<file path="src/rtl/mips_ctrl_pkg.sv">
// Shared encodings and the ID/EX control bundle for the MIPS pipeline control unit.
// Everything the decoder and the top level agree on lives here.
package mips_ctrl_pkg;

  localparam logic [5:0] OP_RTYPE = 6'h00;
  localparam logic [5:0] OP_J     = 6'h02;
  localparam logic [5:0] OP_JAL   = 6'h03;
  localparam logic [5:0] OP_BEQ   = 6'h04;
  localparam logic [5:0] OP_BGTZ  = 6'h07;
  localparam logic [5:0] OP_ADDI  = 6'h08;
  localparam logic [5:0] OP_ADDIU = 6'h09;
  localparam logic [5:0] OP_SLTI  = 6'h0a;
  localparam logic [5:0] OP_SLTIU = 6'h0b;
  localparam logic [5:0] OP_ANDI  = 6'h0c;
  localparam logic [5:0] OP_LUI   = 6'h0f;
  localparam logic [5:0] OP_MUL   = 6'h1c;
  localparam logic [5:0] OP_LW    = 6'h23;
  localparam logic [5:0] OP_SW    = 6'h2b;

  localparam logic [5:0] FN_SLL    = 6'h00;
  localparam logic [5:0] FN_SRL    = 6'h02;
  localparam logic [5:0] FN_SRA    = 6'h03;
  localparam logic [5:0] FN_JR     = 6'h08;
  localparam logic [5:0] FN_JALR   = 6'h09;
  localparam logic [5:0] FN_MFHI   = 6'h10;
  localparam logic [5:0] FN_MFLO   = 6'h12;
  localparam logic [5:0] FN_MULT   = 6'h18;
  localparam logic [5:0] FN_DIVU   = 6'h1b;
  localparam logic [5:0] FN_ALU_LO = 6'h20;
  localparam logic [5:0] FN_ALU_HI = 6'h2b;

  localparam logic [1:0] PCSRC_SEQ = 2'b00;
  localparam logic [1:0] PCSRC_BR  = 2'b01;
  localparam logic [1:0] PCSRC_J   = 2'b10;
  localparam logic [1:0] PCSRC_JR  = 2'b11;

  localparam logic [2:0] BT_BEQ  = 3'b000;
  localparam logic [2:0] BT_BNE  = 3'b001;
  localparam logic [2:0] BT_BLEZ = 3'b010;
  localparam logic [2:0] BT_BGTZ = 3'b011;
  localparam logic [2:0] BT_NONE = 3'b100;

  localparam logic [2:0] ALUOP_ADD = 3'b000;
  localparam logic [2:0] ALUOP_SUB = 3'b001;
  localparam logic [2:0] ALUOP_R   = 3'b010;
  localparam logic [2:0] ALUOP_AND = 3'b100;
  localparam logic [2:0] ALUOP_SLT = 3'b101;
  localparam logic [2:0] ALUOP_MUL = 3'b110;

  localparam logic [1:0] REGDST_RD = 2'b00;
  localparam logic [1:0] REGDST_RT = 2'b01;
  localparam logic [1:0] REGDST_RA = 2'b10;

  localparam logic [1:0] MEMTOREG_ALU = 2'b00;
  localparam logic [1:0] MEMTOREG_MEM = 2'b01;
  localparam logic [1:0] MEMTOREG_PC  = 2'b10;

  typedef enum logic {
    MD_IDLE = 1'b0,
    MD_BUSY = 1'b1
  } md_state_e;

  typedef struct packed {
    logic       valid;
    logic       illegal;
    logic [1:0] pcsrc;
    logic       branch;
    logic [2:0] branch_type;
    logic       regwrite;
    logic [1:0] regdst;
    logic       memread;
    logic       memwrite;
    logic [1:0] memtoreg;
    logic       alusrc1;
    logic       alusrc2;
    logic       extop;
    logic       luop;
    logic [3:0] aluop;
  } ctrl_bundle_t;

  // Field order follows ctrl_bundle_t; only branch_type is non-zero.
  localparam ctrl_bundle_t BUBBLE = '{1'b0, 1'b0, PCSRC_SEQ, 1'b0, BT_NONE, 1'b0,
                                      2'b00, 1'b0, 1'b0, 2'b00, 1'b0, 1'b0,
                                      1'b0, 1'b0, 4'h0};

endpackage

</file>
<file path="src/rtl/mips_ctrl_decode.sv">
// Combinational OpCode/Funct decoder producing the raw control bundle plus
// illegal / mult-div / HI-LO-reader classification flags.
module mips_ctrl_decode
  import mips_ctrl_pkg::*;
(
  input  logic [5:0]   opcode_i,
  input  logic [5:0]   funct_i,
  output ctrl_bundle_t ctrl_o,
  output logic         illegal_o,
  output logic         is_md_o,
  output logic         is_hilo_rd_o
);

  always_comb begin
    // NOTE: every output gets a default first so no path through the case
    // statements can leave a value unassigned and infer a latch.
    ctrl_o             = BUBBLE;
    ctrl_o.valid       = 1'b1;
    ctrl_o.extop       = 1'b1;
    ctrl_o.alusrc2     = 1'b1;
    ctrl_o.aluop       = {opcode_i[0], ALUOP_ADD};
    illegal_o          = 1'b0;
    is_md_o            = 1'b0;
    is_hilo_rd_o       = 1'b0;

    case (opcode_i) inside
      OP_RTYPE: begin
        ctrl_o.aluop[2:0] = ALUOP_R;
        ctrl_o.alusrc2    = 1'b0;
        ctrl_o.regdst     = REGDST_RD;
        case (funct_i) inside
          FN_SLL, FN_SRL, FN_SRA: begin
            ctrl_o.regwrite = 1'b1;
            ctrl_o.alusrc1  = 1'b1;
          end
          FN_JR:   ctrl_o.pcsrc = PCSRC_JR;
          FN_JALR: begin
            ctrl_o.pcsrc    = PCSRC_JR;
            ctrl_o.regwrite = 1'b1;
            ctrl_o.memtoreg = MEMTOREG_PC;
          end
          FN_MFHI, FN_MFLO: begin
            ctrl_o.regwrite = 1'b1;
            is_hilo_rd_o    = 1'b1;
          end
          [FN_MULT:FN_DIVU]:     is_md_o         = 1'b1;
          [FN_ALU_LO:FN_ALU_HI]: ctrl_o.regwrite = 1'b1;
          default:               illegal_o       = 1'b1;
        endcase
      end
      OP_J: ctrl_o.pcsrc = PCSRC_J;
      OP_JAL: begin
        ctrl_o.pcsrc    = PCSRC_J;
        ctrl_o.regwrite = 1'b1;
        ctrl_o.regdst   = REGDST_RA;
        ctrl_o.memtoreg = MEMTOREG_PC;
      end
      [OP_BEQ:OP_BGTZ]: begin
        // Branch opcodes are consecutive, so the low bits select the compare.
        ctrl_o.branch      = 1'b1;
        ctrl_o.pcsrc       = PCSRC_BR;
        ctrl_o.alusrc2     = 1'b0;
        ctrl_o.branch_type = {1'b0, opcode_i[1:0]};
        ctrl_o.aluop[2:0]  = opcode_i[1] ? ALUOP_ADD : ALUOP_SUB;
      end
      OP_ADDI, OP_ADDIU: begin
        ctrl_o.regwrite = 1'b1;
        ctrl_o.regdst   = REGDST_RT;
      end
      OP_SLTI, OP_SLTIU: begin
        ctrl_o.regwrite   = 1'b1;
        ctrl_o.regdst     = REGDST_RT;
        ctrl_o.aluop[2:0] = ALUOP_SLT;
        ctrl_o.alusrc2    = (opcode_i != OP_SLTIU);
      end
      OP_ANDI: begin
        ctrl_o.regwrite   = 1'b1;
        ctrl_o.regdst     = REGDST_RT;
        ctrl_o.extop      = 1'b0;
        ctrl_o.aluop[2:0] = ALUOP_AND;
      end
      OP_LUI: begin
        ctrl_o.regwrite = 1'b1;
        ctrl_o.regdst   = REGDST_RT;
        ctrl_o.luop     = 1'b1;
      end
      OP_MUL: begin
        ctrl_o.regwrite   = 1'b1;
        ctrl_o.regdst     = REGDST_RD;
        ctrl_o.alusrc2    = 1'b0;
        ctrl_o.aluop[2:0] = ALUOP_MUL;
      end
      OP_LW: begin
        ctrl_o.regwrite = 1'b1;
        ctrl_o.regdst   = REGDST_RT;
        ctrl_o.memread  = 1'b1;
        ctrl_o.memtoreg = MEMTOREG_MEM;
      end
      OP_SW:   ctrl_o.memwrite = 1'b1;
      default: illegal_o       = 1'b1;
    endcase
  end

endmodule

</file>
<file path="src/rtl/pipe_ctrl_unit.sv">
// Stall-aware ID/EX control register: decodes the ID instruction, launches it or a
// bubble, and interlocks HI/LO consumers while a mult/div is in flight.
module pipe_ctrl_unit
  import mips_ctrl_pkg::*;
#(
  parameter int MD_LATENCY = 4,
  parameter bit EN_TRAP    = 1'b1
) (
  input  logic       clk,
  input  logic       reset,
  input  logic       in_valid,
  input  logic [5:0] OpCode,
  input  logic [5:0] Funct,
  input  logic       stall_in,
  input  logic       flush,
  output logic       id_stall,
  output logic       md_busy,
  output logic       ex_valid,
  output logic [1:0] ex_pcsrc,
  output logic       ex_branch,
  output logic       ex_regwrite,
  output logic       ex_memread,
  output logic       ex_memwrite,
  output logic       ex_alusrc1,
  output logic       ex_alusrc2,
  output logic       ex_extop,
  output logic       ex_luop,
  output logic       ex_illegal,
  output logic [1:0] ex_regdst,
  output logic [1:0] ex_memtoreg,
  output logic [3:0] ex_aluop,
  output logic [2:0] ex_branch_type
);

  localparam int            CW       = $clog2(MD_LATENCY + 1);
  localparam logic [CW-1:0] CNT_LOAD = CW'(MD_LATENCY - 1);

  ctrl_bundle_t  dec_raw, dec_bundle, bundle_d, bundle_q;
  logic          dec_illegal, dec_is_md, dec_is_hilo_rd;
  logic          interlock, launch, md_start;
  md_state_e     state_d, state_q;
  logic [CW-1:0] cnt_d, cnt_q;

  mips_ctrl_decode u_decode (
    .opcode_i     (OpCode),
    .funct_i      (Funct),
    .ctrl_o       (dec_raw),
    .illegal_o    (dec_illegal),
    .is_md_o      (dec_is_md),
    .is_hilo_rd_o (dec_is_hilo_rd)
  );

  // The last BUSY cycle (cnt==0) is not interlocked: HI/LO is ready at that edge.
  assign interlock = !reset && (state_q == MD_BUSY) && (cnt_q != '0) && in_valid
                     && (dec_is_md || dec_is_hilo_rd);
  assign id_stall  = stall_in || interlock;
  assign launch    = in_valid && !flush && !id_stall;
  assign md_start  = launch && dec_is_md;
  assign md_busy   = (state_q == MD_BUSY);

  always_comb begin
    dec_bundle = dec_raw;
    if (dec_illegal) begin
      if (EN_TRAP) begin
        dec_bundle.illegal  = 1'b1;
        dec_bundle.regwrite = 1'b0;
        dec_bundle.memread  = 1'b0;
        dec_bundle.memwrite = 1'b0;
        dec_bundle.branch   = 1'b0;
        dec_bundle.pcsrc    = PCSRC_SEQ;
      end else begin
        dec_bundle       = BUBBLE;
        dec_bundle.valid = 1'b1;
      end
    end
    bundle_d = launch ? dec_bundle : BUBBLE;
  end

  always_comb begin
    state_d = state_q;
    cnt_d   = cnt_q;
    case (state_q)
      MD_IDLE: begin
        if (md_start) begin
          state_d = MD_BUSY;
          cnt_d   = CNT_LOAD;
        end
      end
      MD_BUSY: begin
        if (cnt_q != '0) begin
          cnt_d = cnt_q - CW'(1);
        end else if (md_start) begin
          // A mult/div launching on the final edge re-arms without an idle gap.
          cnt_d = CNT_LOAD;
        end else begin
          state_d = MD_IDLE;
        end
      end
      default: state_d = MD_IDLE;
    endcase
  end

  always_ff @(posedge clk) begin
    // NOTE: state registers use non-blocking assignments so every flop samples
    // the pre-edge values regardless of statement order.
    if (reset) begin
      state_q  <= MD_IDLE;
      cnt_q    <= '0;
      bundle_q <= BUBBLE;
    end else begin
      state_q  <= state_d;
      cnt_q    <= cnt_d;
      bundle_q <= bundle_d;
    end
  end

  assign ex_valid       = bundle_q.valid;
  assign ex_illegal     = bundle_q.illegal;
  assign ex_pcsrc       = bundle_q.pcsrc;
  assign ex_branch      = bundle_q.branch;
  assign ex_branch_type = bundle_q.branch_type;
  assign ex_regwrite    = bundle_q.regwrite;
  assign ex_regdst      = bundle_q.regdst;
  assign ex_memread     = bundle_q.memread;
  assign ex_memwrite    = bundle_q.memwrite;
  assign ex_memtoreg    = bundle_q.memtoreg;
  assign ex_alusrc1     = bundle_q.alusrc1;
  assign ex_alusrc2     = bundle_q.alusrc2;
  assign ex_extop       = bundle_q.extop;
  assign ex_luop        = bundle_q.luop;
  assign ex_aluop       = bundle_q.aluop;

endmodule

</file>
<file path="config.mk">
export PLATFORM = sky130hd
export DESIGN_NAME = pipe_ctrl_unit
export DESIGN_NICKNAME = d
export VERILOG_FILES = /design/src/rtl/mips_ctrl_pkg.sv /design/src/rtl/mips_ctrl_decode.sv /design/src/rtl/pipe_ctrl_unit.sv
export SDC_FILE = /design/constraint.sdc
export NUM_CORES = 1
export LEC_CHECK = 0
export CELL_PAD_IN_SITES_DETAIL_PLACEMENT = 0
export CELL_PAD_IN_SITES_GLOBAL_PLACEMENT = 2
export CORE_AREA = 2 2 86 67
export DETAILED_ROUTE_END_ITERATION = 6
export DIE_AREA = 0 0 88 69
export GPL_TIMING_DRIVEN = 0
export PLACE_DENSITY = 0.76
export SLEW_MARGIN = 20
export SYNTH_ARGS = -nofsm -noshare
export SYNTH_HDL_FRONTEND = slang
export SYNTH_HIERARCHICAL = 1
export SYNTH_SLANG_ARGS = --single-unit
export TNS_END_PERCENT = 1
</file>
<file path="constraint.sdc">
create_clock -name clk -period 3.75 [get_ports clk]
set_input_delay 0.5625 -clock clk [delete_from_list [all_inputs] [get_ports clk]]
set_output_delay 0.5625 -clock clk [all_outputs]
set_load 0.01 [all_outputs]
</file>
==> run_results.csv <==
group,metric,value,unit
run_status,status,"complete, no violations",
sta,tightest_slew,797,ps
placed_design,dp_hpwl,2790,µm
clocking,hold_buffers,0,
power,seq_power_share,54.3,%
worst_hold_path,min-delay-path-class,"flip-flop to flip-flop",
logic_synthesis,ys_types,41,
placed_design,gp_congestion,0.859,
critical_path,path_max_fanout,6,
critical_path,critPathKind,"primary input to output port",
sta,rsz0062_at_grt,"false",
die,die_x,88,µm
detailed_routing,drtPass1Iterations,4,
die,die_h,69,µm
logic_synthesis,yosys.cell_count.top_type,"dfxtp_1",
sta,setup_viol,0,
power,comb_power_share,14.9,%
logic_synthesis,yosysTopAreaCellShare,38.1,%
layout,layout-drive-gt1-share,9.86,%
logic_synthesis,ys_ff_latch,27,
critical_path,end_kind,"output port",
clocking,cts.path.max_buffers,2,
job,cap_violations,0,
die,io-pin-count,42,
critical_path,arrival,3010,ps
clocking,clk_latency,270,ps
detailed_routing,route.antenna.remaining_nets,0,
detailed_routing,wl,3710,µm
critical_path,slowest_delay,580,ps
sta,slew_headroom,46.7,%
power,vdd_drop_max,0.0900,mV
die,initial_utilization,27.3,%
critical_path,crit_path_top_delay_cell,"or4_4",
sta,fin_crit_sh,95.2,%
power,power_frac_clock,30.8,%
sta,clock.fmax,0.280,GHz
layout,finalNonFillerCells,288,
power,powerDensity,270,nW/µm²
detailed_routing,vias_per_cell,4.62,
logic_synthesis,synthTopCellsByArea,"dfxtp_1, and2_1, nor2_1, and3b_1, a21oi_1",
grt,antenna_found_initial,0,
die,coreArea,5210,µm²
critical_path,startpoint_type,"primary input",
power,p_sw,0.000129,W
critical_path,path_cells,"clkdlybuf4s50_1 -> or4_4 -> nor3_4 -> nand3_1 -> nor3_1 -> o21a_1 -> nand3_1 -> o21bai_1 -> clkdlybuf4s50_1",
logic_synthesis,synthCells,169,
layout,fin_nets,233,
critical_path,reg2reg_depth,6,
layout,diodes,0,
logic_synthesis,synth_area_leader_cell,"dfxtp_1",
detailed_routing,drt_iter0_drc,63,
clocking,cts_tree,"done",
logic_synthesis,synth-edff-count,0,
clocking,cts_made_buffers,3,
layout,fillCellCount,544,
detailed_routing,drc,0,
die,rows,23,
grt,gr-total-overflow,0,
detailed_routing,via_count,1330,
clocking,cts_max_level,1,
clocking,root_buffer,"clkbuf_8",
placed_design,dp_cells,283,
detailed_routing,avgRoutedWirePerCell,12.9,µm
grt,grt_start_max_net_pins,15,
logic_synthesis,synth.net_count,188,
sta,post-route-min-period,3570,ps
power,switching_share,24.4,%
logic_synthesis,ys_warn_count,6,
layout,syn_to_final_growth,38.4,%
worst_hold_path,hold_depth,2,
logic_synthesis,yosys_most_used_dff,"dfxtp_1",
sta,skew,5.21,ps
grt,grt_pass1_wl,6040,µm
logic_synthesis,ys_seq_area_share,38.1,%
die,die_area,6070,µm²
clocking,cts_sinks,27,
logic_synthesis,syn_area,1420,µm²
sta,maxSlewViolCount,0,
power,p_leak,0.754,nW
logic_synthesis,yosys-top-cells-count,"dfxtp_1, and2_1, nor2_1, a21oi_1, nand2_1",
clocking,cts.clk_slew.worst_paths,90,ps
placed_design,numPortBuffers,39,
grt,track_usage,12.5,%
critical_path,required,3190,ps
logic_synthesis,ys_async_sr_fraction,0,%
sta,finalHoldViolCount,0,
logic_synthesis,avgSynthCellArea,8.40,µm²
grt,grt_pass1_vias,1275,
power,internal-power,0.000401,W
sta,tns,0,ps
sequential cells by signal, summed over array words and instances, names as in the netlist, 2 cells and up:
name / cells
ex_branch_type: 3
ex_regdst: 2
cnt_q: 3
ex_aluop: 4
ex_memtoreg: 2
ex_pcsrc: 2
worst paths after layout:
check / end / start / slack [ps]
worst min register to register: cnt_q[1] / cnt_q[1] / 480
worst max register to register: ex_branch_type[1] / cnt_q[0] / 2210
worst min-delay path: cnt_q[1] / cnt_q[1] / 480
worst max-delay path: id_stall / OpCode[4] / 180
metal layers:
metal / up-vias / GRT usage, % / part of all wire (%)
met5: - / 0 / 0
met4: 0 / 4.10 / 0.73
met3: 2 / 1.20 / 4.0
met2: 37 / 20.0 / 47
met1: 618 / 17.6 / 48
li1: 673 / - / -
critical path, delay by kind of cell:
| kind | cells | cell delay [ps] |
|---|---|---|
| buf+inv | 2 | 1040 |
| compound gates | 2 | 300 |
| simple gates | 5 | 1110 |
through the flow:
step / hold WS [ps] / instance area (µm²) / power [W] / setup slack, ps / utilization [%]
final: 483 / 1970 / 0.000531 / 181 / 37.7
after global routing: 494 / 1970 / 0.000558 / 28.7 / 37.7
after CTS: 484 / 1950 / 0.000539 / 21.9 / 37.4
after detailed placement: 477 / 1900 / 0.000373 / 43.4 / 36.6
after global placement: 470 / 1900 / 0.000372 / 26.8 / 36.6
after floorplan: 453 / 1420 / 0.000337 / 1130 / -
cell families (layout without fill, tap and decap cells):
kind of cell             after synthesis  count (layout)  synth area share (%)
buffers and inverters                 20              64                  7.31
other                                  2               2                 0.529
AO/OA/AOI/OAI                         34              34                  17.0
AND/OR/NAND/NOR                       84              84                  35.3
flip-flops                            27              27                  38.1
adder cells (fa/ha/maj)                2               2                  1.76
placed cells by master, fill, tap and decap left out, types with 2 or more instances in the layout:
cell type,count
clkdlybuf4s50_1,38
dfxtp_1,27
and2_1,17
nor2_1,16
a21oi_1,10
clkbuf_1,8
nand2_1,8
nand2b_1,6
buf_4,6
and3b_1,6
nor4_1,6
o21ai_0,6
inv_1,5
nand3_1,4
nor3_1,4
a21o_1,4
o21a_1,3
clkbuf_8,3
nor2b_1,2
a31o_2,2
ha_1,2
buf_2,2
or3_1,2
or4_4,2
nand4_1,2
and3_1,2
nor3b_1,2
conb_1,2
cell type report:
class / count / area [µm²] / area share [%]
timing repair buffer: 40 / 400 / 20.4
multi-input combinational: 122 / 782 / 39.8
tap: 75 / 93.8 / 4.77
sequential: 27 / 541 / 27.5
buffer: 15 / 85.1 / 4.33
inverter: 5 / 18.8 / 0.955
clock buffer: 4 / 45.0 / 2.29
power by group through the flow:
stage / registers (W) / logic (W) / clock network [W]
after floorplan: 0.000296 / 0.0000408 / 0
after detailed placement: 0.000295 / 0.0000774 / 0
after global routing: 0.000289 / 0.0000869 / 0.000182
after global placement: 0.000295 / 0.0000772 / 0
after CTS: 0.000288 / 0.0000781 / 0.000172
final: 0.000288 / 0.0000789 / 0.000163
repair_timing:
item                       4_1_cts  5_1_grt
gates resized for setup          0        2
setup buffers                    0        1
setup endpoints to repair        0        1
(Power assumes the default switching activity.)
